File: src/rtl/load_store_unit_if.sv
// load_store_unit_if: req/ack data-memory bus between the load/store unit and memory.
interface load_store_unit_if #(parameter int n = 32);
  logic         mem_req;
  logic         mem_we;
  logic [n-1:0] mem_addr;
  logic [3:0]   mem_wstrb;
  logic [n-1:0] mem_wdata;
  logic         mem_ack;
  logic [n-1:0] mem_rdata;
  modport master(output mem_req, mem_we, mem_addr, mem_wstrb, mem_wdata, input mem_ack, mem_rdata);
  modport slave(input mem_req, mem_we, mem_addr, mem_wstrb, mem_wdata, output mem_ack, mem_rdata);
endinterface

File: src/rtl/load_store_unit.sv
// load_store_unit: RV32I memory stage, one load/store at a time over a req/ack bus.
// Optional REQ timeout (fault_code 3) when LSU_TIMEOUT_EN is defined.
module load_store_unit #(
  parameter int n = 32,
  parameter int TIMEOUT_CYCLES = 16
) (
  input  logic                      clk,
  input  logic                      rst,
  input  logic                      i_start,
  input  logic                      i_is_load,
  input  logic                      i_is_store,
  input  logic [2:0]                i_funct3,
  input  logic [n-1:0]              i_addr,
  input  logic [n-1:0]              i_store_data,
  load_store_unit_if.master         i_bus,
  output logic                      o_busy,
  output logic                      o_done,
  output logic [n-1:0]              o_load_data,
  output logic                      o_fault,
  output logic [1:0]                o_fault_code
);
  typedef enum logic [1:0] {IDLE, REQ, DONE} state_t;
  if (TIMEOUT_CYCLES < 1 || TIMEOUT_CYCLES > 255) begin : g_bad_timeout
    $error("TIMEOUT_CYCLES must fit the 8-bit REQ counter");
  end
  state_t       r_state, w_next;
  logic         r_mem_req, r_mem_we, r_done, r_fault;
  logic [3:0]   r_mem_wstrb;
  logic [n-1:0] r_mem_addr, r_mem_wdata, r_load_data;
  logic [1:0]   r_fault_code, r_code, r_off;
  logic [2:0]   r_f3;
  logic         w_acc, w_ldok, w_stok, w_illegal, w_mis, w_to;
  logic [1:0]   w_code;
  logic [3:0]   w_strb;
  logic [n-1:0] w_wdata, w_lane, w_ext;
`ifdef LSU_TIMEOUT_EN
  logic [7:0]   r_cnt;
`endif
  assign i_bus.mem_req   = r_mem_req;
  assign i_bus.mem_we    = r_mem_we;
  assign i_bus.mem_addr  = r_mem_addr;
  assign i_bus.mem_wstrb = r_mem_wstrb;
  assign i_bus.mem_wdata = r_mem_wdata;
  assign o_busy          = r_state != IDLE;
  assign o_done          = r_done;
  assign o_load_data     = r_load_data;
  assign o_fault         = r_fault;
  assign o_fault_code    = r_fault_code;
  always_comb begin
    w_acc     = i_start && (i_is_load || i_is_store);
    w_ldok    = i_funct3 inside {3'b000, 3'b001, 3'b010, 3'b100, 3'b101};
    w_stok    = i_funct3 inside {3'b000, 3'b001, 3'b010};
    w_illegal = (i_is_load && i_is_store) || (i_is_load ? !w_ldok : !w_stok);
    w_mis     = (i_funct3[1:0] == 2'b01 && i_addr[0]) || (i_funct3[1:0] == 2'b10 && i_addr[1:0] != 2'b00);
    w_code    = w_illegal ? 2'd2 : w_mis ? 2'd1 : 2'd0;
    w_strb    = i_funct3[1:0] == 2'b00 ? 4'b0001 << i_addr[1:0] :
                i_funct3[1:0] == 2'b01 ? 4'b0011 << {i_addr[1], 1'b0} : 4'b1111;
    w_wdata   = i_funct3[1:0] == 2'b00 ? {4{i_store_data[7:0]}} :
                i_funct3[1:0] == 2'b01 ? {2{i_store_data[15:0]}} : i_store_data;
    w_lane    = i_bus.mem_rdata >> {r_off, 3'b000};
    w_ext     = r_f3[1:0] == 2'b00 ? {{24{!r_f3[2] && w_lane[7]}}, w_lane[7:0]} :
                r_f3[1:0] == 2'b01 ? {{16{!r_f3[2] && w_lane[15]}}, w_lane[15:0]} : w_lane;
`ifdef LSU_TIMEOUT_EN
    w_to      = !i_bus.mem_ack && r_cnt == 8'(TIMEOUT_CYCLES - 1);
`else
    w_to      = 1'b0;
`endif
    w_next    = r_state == IDLE ? (w_acc ? (w_code != 2'd0 ? DONE : REQ) : IDLE) :
                r_state == REQ  ? ((i_bus.mem_ack || w_to) ? DONE : REQ) : IDLE;
  end
  always_ff @(posedge clk) begin
    if (rst) begin
      r_state      <= IDLE;
      r_mem_req    <= 1'b0;
      r_mem_we     <= 1'b0;
      r_mem_addr   <= '0;
      r_mem_wstrb  <= 4'b0;
      r_mem_wdata  <= '0;
      r_done       <= 1'b0;
      r_fault      <= 1'b0;
      r_fault_code <= 2'd0;
      r_load_data  <= '0;
      r_code       <= 2'd0;
      r_off        <= 2'd0;
      r_f3         <= 3'd0;
`ifdef LSU_TIMEOUT_EN
      r_cnt        <= 8'd0;
`endif
    end else begin
      r_state      <= w_next;
      r_done       <= r_state == DONE;
      r_fault      <= r_state == DONE && r_code != 2'd0;
      r_fault_code <= r_state == DONE ? r_code : 2'd0;
      if (r_state == IDLE && w_acc) begin
        r_code      <= w_code;
        r_off       <= i_addr[1:0];
        r_f3        <= i_funct3;
        r_mem_req   <= w_code == 2'd0;
        r_mem_we    <= w_code == 2'd0 && i_is_store;
        r_mem_addr  <= {i_addr[n-1:2], 2'b00};
        r_mem_wstrb <= (w_code == 2'd0 && i_is_store) ? w_strb : 4'b0;
        r_mem_wdata <= i_is_store ? w_wdata : '0;
      end else if (r_state == REQ && (i_bus.mem_ack || w_to)) begin
        r_mem_req   <= 1'b0;
        r_mem_we    <= 1'b0;
        r_mem_wstrb <= 4'b0;
        r_code      <= i_bus.mem_ack ? 2'd0 : 2'd3;
        if (i_bus.mem_ack && !r_mem_we) r_load_data <= w_ext;
      end
`ifdef LSU_TIMEOUT_EN
      r_cnt <= r_state == IDLE ? 8'd0 : (r_state == REQ && !i_bus.mem_ack) ? r_cnt + 8'd1 : r_cnt;
`endif
    end
  end
endmodule

File: src/flat_wrapper.sv
// flat-port wrapper written by rule: the top's interface ports become plain ports
module load_store_unit_flat 
#(
  parameter int n = 32,
  parameter int TIMEOUT_CYCLES = 16
)
  (clk, rst, i_start, i_is_load, i_is_store, i_funct3, i_addr, i_store_data, o_busy, o_done, o_load_data, o_fault, o_fault_code, i_bus_mem_req, i_bus_mem_we, i_bus_mem_addr, i_bus_mem_wstrb, i_bus_mem_wdata, i_bus_mem_ack, i_bus_mem_rdata);
  load_store_unit_if #(.n(n)) i_bus_i ();
  input  logic clk;
  input  logic rst;
  input  logic i_start;
  input  logic i_is_load;
  input  logic i_is_store;
  input  logic [2:0] i_funct3;
  input  logic [n-1:0] i_addr;
  input  logic [n-1:0] i_store_data;
  output logic o_busy;
  output logic o_done;
  output logic [n-1:0] o_load_data;
  output logic o_fault;
  output logic [1:0] o_fault_code;
  output wire logic [$bits(i_bus_i.mem_req)-1:0] i_bus_mem_req;
  output wire logic [$bits(i_bus_i.mem_we)-1:0] i_bus_mem_we;
  output wire logic [$bits(i_bus_i.mem_addr)-1:0] i_bus_mem_addr;
  output wire logic [$bits(i_bus_i.mem_wstrb)-1:0] i_bus_mem_wstrb;
  output wire logic [$bits(i_bus_i.mem_wdata)-1:0] i_bus_mem_wdata;
  input wire logic [$bits(i_bus_i.mem_ack)-1:0] i_bus_mem_ack;
  input wire logic [$bits(i_bus_i.mem_rdata)-1:0] i_bus_mem_rdata;
  assign i_bus_mem_req = i_bus_i.mem_req;
  assign i_bus_mem_we = i_bus_i.mem_we;
  assign i_bus_mem_addr = i_bus_i.mem_addr;
  assign i_bus_mem_wstrb = i_bus_i.mem_wstrb;
  assign i_bus_mem_wdata = i_bus_i.mem_wdata;
  assign i_bus_i.mem_ack = i_bus_mem_ack;
  assign i_bus_i.mem_rdata = i_bus_mem_rdata;
  load_store_unit #(.n(n), .TIMEOUT_CYCLES(TIMEOUT_CYCLES)) u_core (.clk(clk), .rst(rst), .i_start(i_start), .i_is_load(i_is_load), .i_is_store(i_is_store), .i_funct3(i_funct3), .i_addr(i_addr), .i_store_data(i_store_data), .i_bus(i_bus_i), .o_busy(o_busy), .o_done(o_done), .o_load_data(o_load_data), .o_fault(o_fault), .o_fault_code(o_fault_code));
endmodule
File: config.mk
export PLATFORM = sky130hd
export DESIGN_NAME = load_store_unit_flat
export DESIGN_NICKNAME = d
export VERILOG_FILES = /design/src/rtl/load_store_unit_if.sv /design/src/rtl/load_store_unit.sv /design/src/flat_wrapper.sv
export SDC_FILE = /design/constraint.sdc
export NUM_CORES = 1
export LEC_CHECK = 0
export CAP_MARGIN = 0
export CORE_MARGIN = 3
export CORE_UTILIZATION = 43
export DETAILED_ROUTE_END_ITERATION = 10
export PLACE_DENSITY = 0.89
export RECOVER_POWER = 100
export SLEW_MARGIN = 20
export SYNTH_ARGS = -nofsm -noshare
export SYNTH_HDL_FRONTEND = slang
export SYNTH_SLANG_ARGS = --single-unit
File: constraint.sdc
create_clock -name clk -period 2.04 [get_ports clk]
set_input_delay 0.306 -clock clk [delete_from_list [all_inputs] [get_ports clk]]
set_output_delay 0.306 -clock clk [all_outputs]
set_load 0.1 [all_outputs]
==> run metrics <==
CTS Sinks=113; leakage power=2.98 nW; clk_lat worst skew=420 ps; routed wl met2=7850 um; postcts setup bufs=0; TritonCTS Buffers=17; PortBufs=209; first-pass GRT wire length=25800 um; fin nets=964; Pwr Total=6.85 mW; Worst VDD drop=0.000652 V; DR WL/cell=16.4 um; Max Freq=541 MHz; Max clock buf depth=2; metal3 WL=1790 um; total wire length=16700 um; hold buffer count at cts=0; DR pass1 iterations=5; DR iter-0 viols=470; setup TNS=0 ps; n_diodes=0; Yosys cell types=42; Data required, critical path=2360 ps; Syn-to-layout area delta=43.9%; ratio of cells with drive above 1 in the final layout=22.2%; Max Cap Viol=0; core area=11600 sq um; RSZ-0062 raised after global routing=no; CP arrival=2170 ps; via/cell ratio=5.40; fin worst setup slack=191 ps; Least-Margin Pin Slew=814 ps; pre-CTS setup slack=65.7 ps; Post-Syn Area=5200 sq um; clock tree root driver cell=clkbuf_16; Critical Path End Type=register; GPL Wtd Cong=0.898; ys flop type=dfxtp_1; Design Area, Final=7490 sq um; Max-slew headroom=45.7%; number of hold violations in the final report=0; Final setup viols=0; Gate Count Post-Synth=665; Post-synth EDFFs=0; total track usage=24.7%; CTS H-tree depth=4; #FFs+latches synth=113; Die Span Y=116 um; critical path fanouts, max=17; Starting Density=44.8%; Placement Cell Area=7180 sq um; YS warnings=0; DR vias=5477; crit path kind=register to register; Routed met1 length=6560 um; Highest Signal Layer=met5; worst clock skew=9.67 ps; worst hold path type=input port to register; vias in the first global route=5226; crit path time final=1850 ps; Final period util=90.7%; CP Launch Type=register; Synth area leader=dfxtp_1; DIE AREA=13500 sq um; TritonCTS clock tree=yes; post-cts resize count=0; detailed placement HPWL=11900 um; status=finished clean; Slew Limit Fails=0; Die Wd=116 um; Pwr Density=914 nW/um^2; Row Count=39; syn avg cell area=7.83 sq um; antenna violations before repair=1; Yosys top cell area share=43.5%; Seq/Total Area, Yosys=43.5%; Congestion Overflow GR=0; Synth area leaders=dfxtp_1 43%, nand2_1 12%, a21oi_1 11%; DR DRC count=0; I/O pin count=212; Post-synth ARST share=0%; ANT nets after route=0; Worst-path clk slew=50 ps; largest net degree at the start of global routing=63
[report_power, final]
part	switching (mW)	total [mW]	internal, mW
registers	0.0561	2.36	2.31
clock network	1.02	2.90	1.88
logic	1.13	1.58	0.456
[worst paths after layout]
kind / to / cells after the start / slack [ps] / startpoint
setup / recovery: u_core.o_load_data[31] / 5 / 190 / u_core.r_off[0]
setup reg to reg: u_core.o_load_data[31] / 5 / 190 / u_core.r_off[0]
hold / removal: u_core.r_f3[2] / 2 / 270 / rst
hold reg to reg: u_core.i_bus.mem_wdata[18] / 2 / 450 / u_core.i_bus.mem_wdata[18]
[layer usage]
| metal | track usage (%) | vias to the layer above |
|---|---|---|
| met5 | 0 | - |
| met3 | 10.7 | 47 |
| met1 | 27.4 | 2510 |
| li1 | - | 2658 |
| met4 | 10.9 | 2 |
| met2 | 41.0 | 260 |
[area by class of cell]
cell class	count	area [sq um]
inverters	19	71.3
repair buffers	234	1790
clock inverters	10	109
clock buffers	22	474
well taps	143	179
fillers	997	4130
multi-input cells	474	2600
flip-flops and latches	113	2260
[critical path: stages, from the launching register on]
cell and delay (ps):
dfxtp_1 420, buf_4 240, mux2i_1 120, o21ai_2 550, a22oi_1 190, o21ai_0 230
[registers in the layout (all words and copies together), names as in the netlist]
| register | cells |
|---|---|
| u_core.i_bus.mem_we | 1 |
| u_core.o_done | 1 |
| u_core.o_fault_code | 2 |
| u_core.o_fault | 1 |
| u_core.i_bus.mem_req | 1 |
| u_core.o_load_data | 32 |
| u_core.r_off | 2 |
| u_core.r_code | 2 |
| u_core.i_bus.mem_wdata | 32 |
| u_core.r_state | 2 |
| u_core.i_bus.mem_wstrb | 4 |
| u_core.i_bus.mem_addr | 30 |
| u_core.r_f3 | 3 |
[through the flow]
stage / utilization, % / cells / hold slack (ps)
finish: 64.5 / 1015 / 269
global route: 64.5 / 1015 / 278
CTS: 66.8 / 1015 / 256
detailed placement: 61.8 / 983 / 445
global placement: 61.8 / 983 / 439
floorplan: - / 666 / 442
[cells in the mapped netlist, drive strengths merged (11+ instances only)]
master,instances
buf,26
inv,19
mux2i,24
nand2,160
nor3,18
o2bb2ai,11
nor2,15
nand3,37
clkbuf,34
dfxtp,113
a21oi,114
mux2,23
o21ai,27
[kinds of logic after synthesis]
kind of cell    count (synthesis)  share of synthesized area (%)
compound gates                176                           19.4
flops                         113                           43.5
buf+inv                        79                           6.61
simple gates                  248                           20.5
mux                            48                           10.0
other cells                     1                         0.0720
[layout by cell type, fill, tap and decap left out, types with 11 or more instances in the layout]
cell type / Yosys / layout
nand2_1: 160 / 160
dfxtp_1: 113 / 113
a21oi_1: 110 / 110
clkbuf_2: 1 / 105
clkdlybuf4s50_1: 0 / 102
nand3_1: 37 / 37
o21ai_0: 13 / 25
mux2i_1: 24 / 24
mux2_2: 23 / 23
inv_1: 19 / 19
buf_4: 3 / 19
nor3_1: 17 / 17
clkbuf_16: 0 / 17
nor2_1: 14 / 14
o2bb2ai_1: 11 / 11
(Power assumes the default switching activity.)
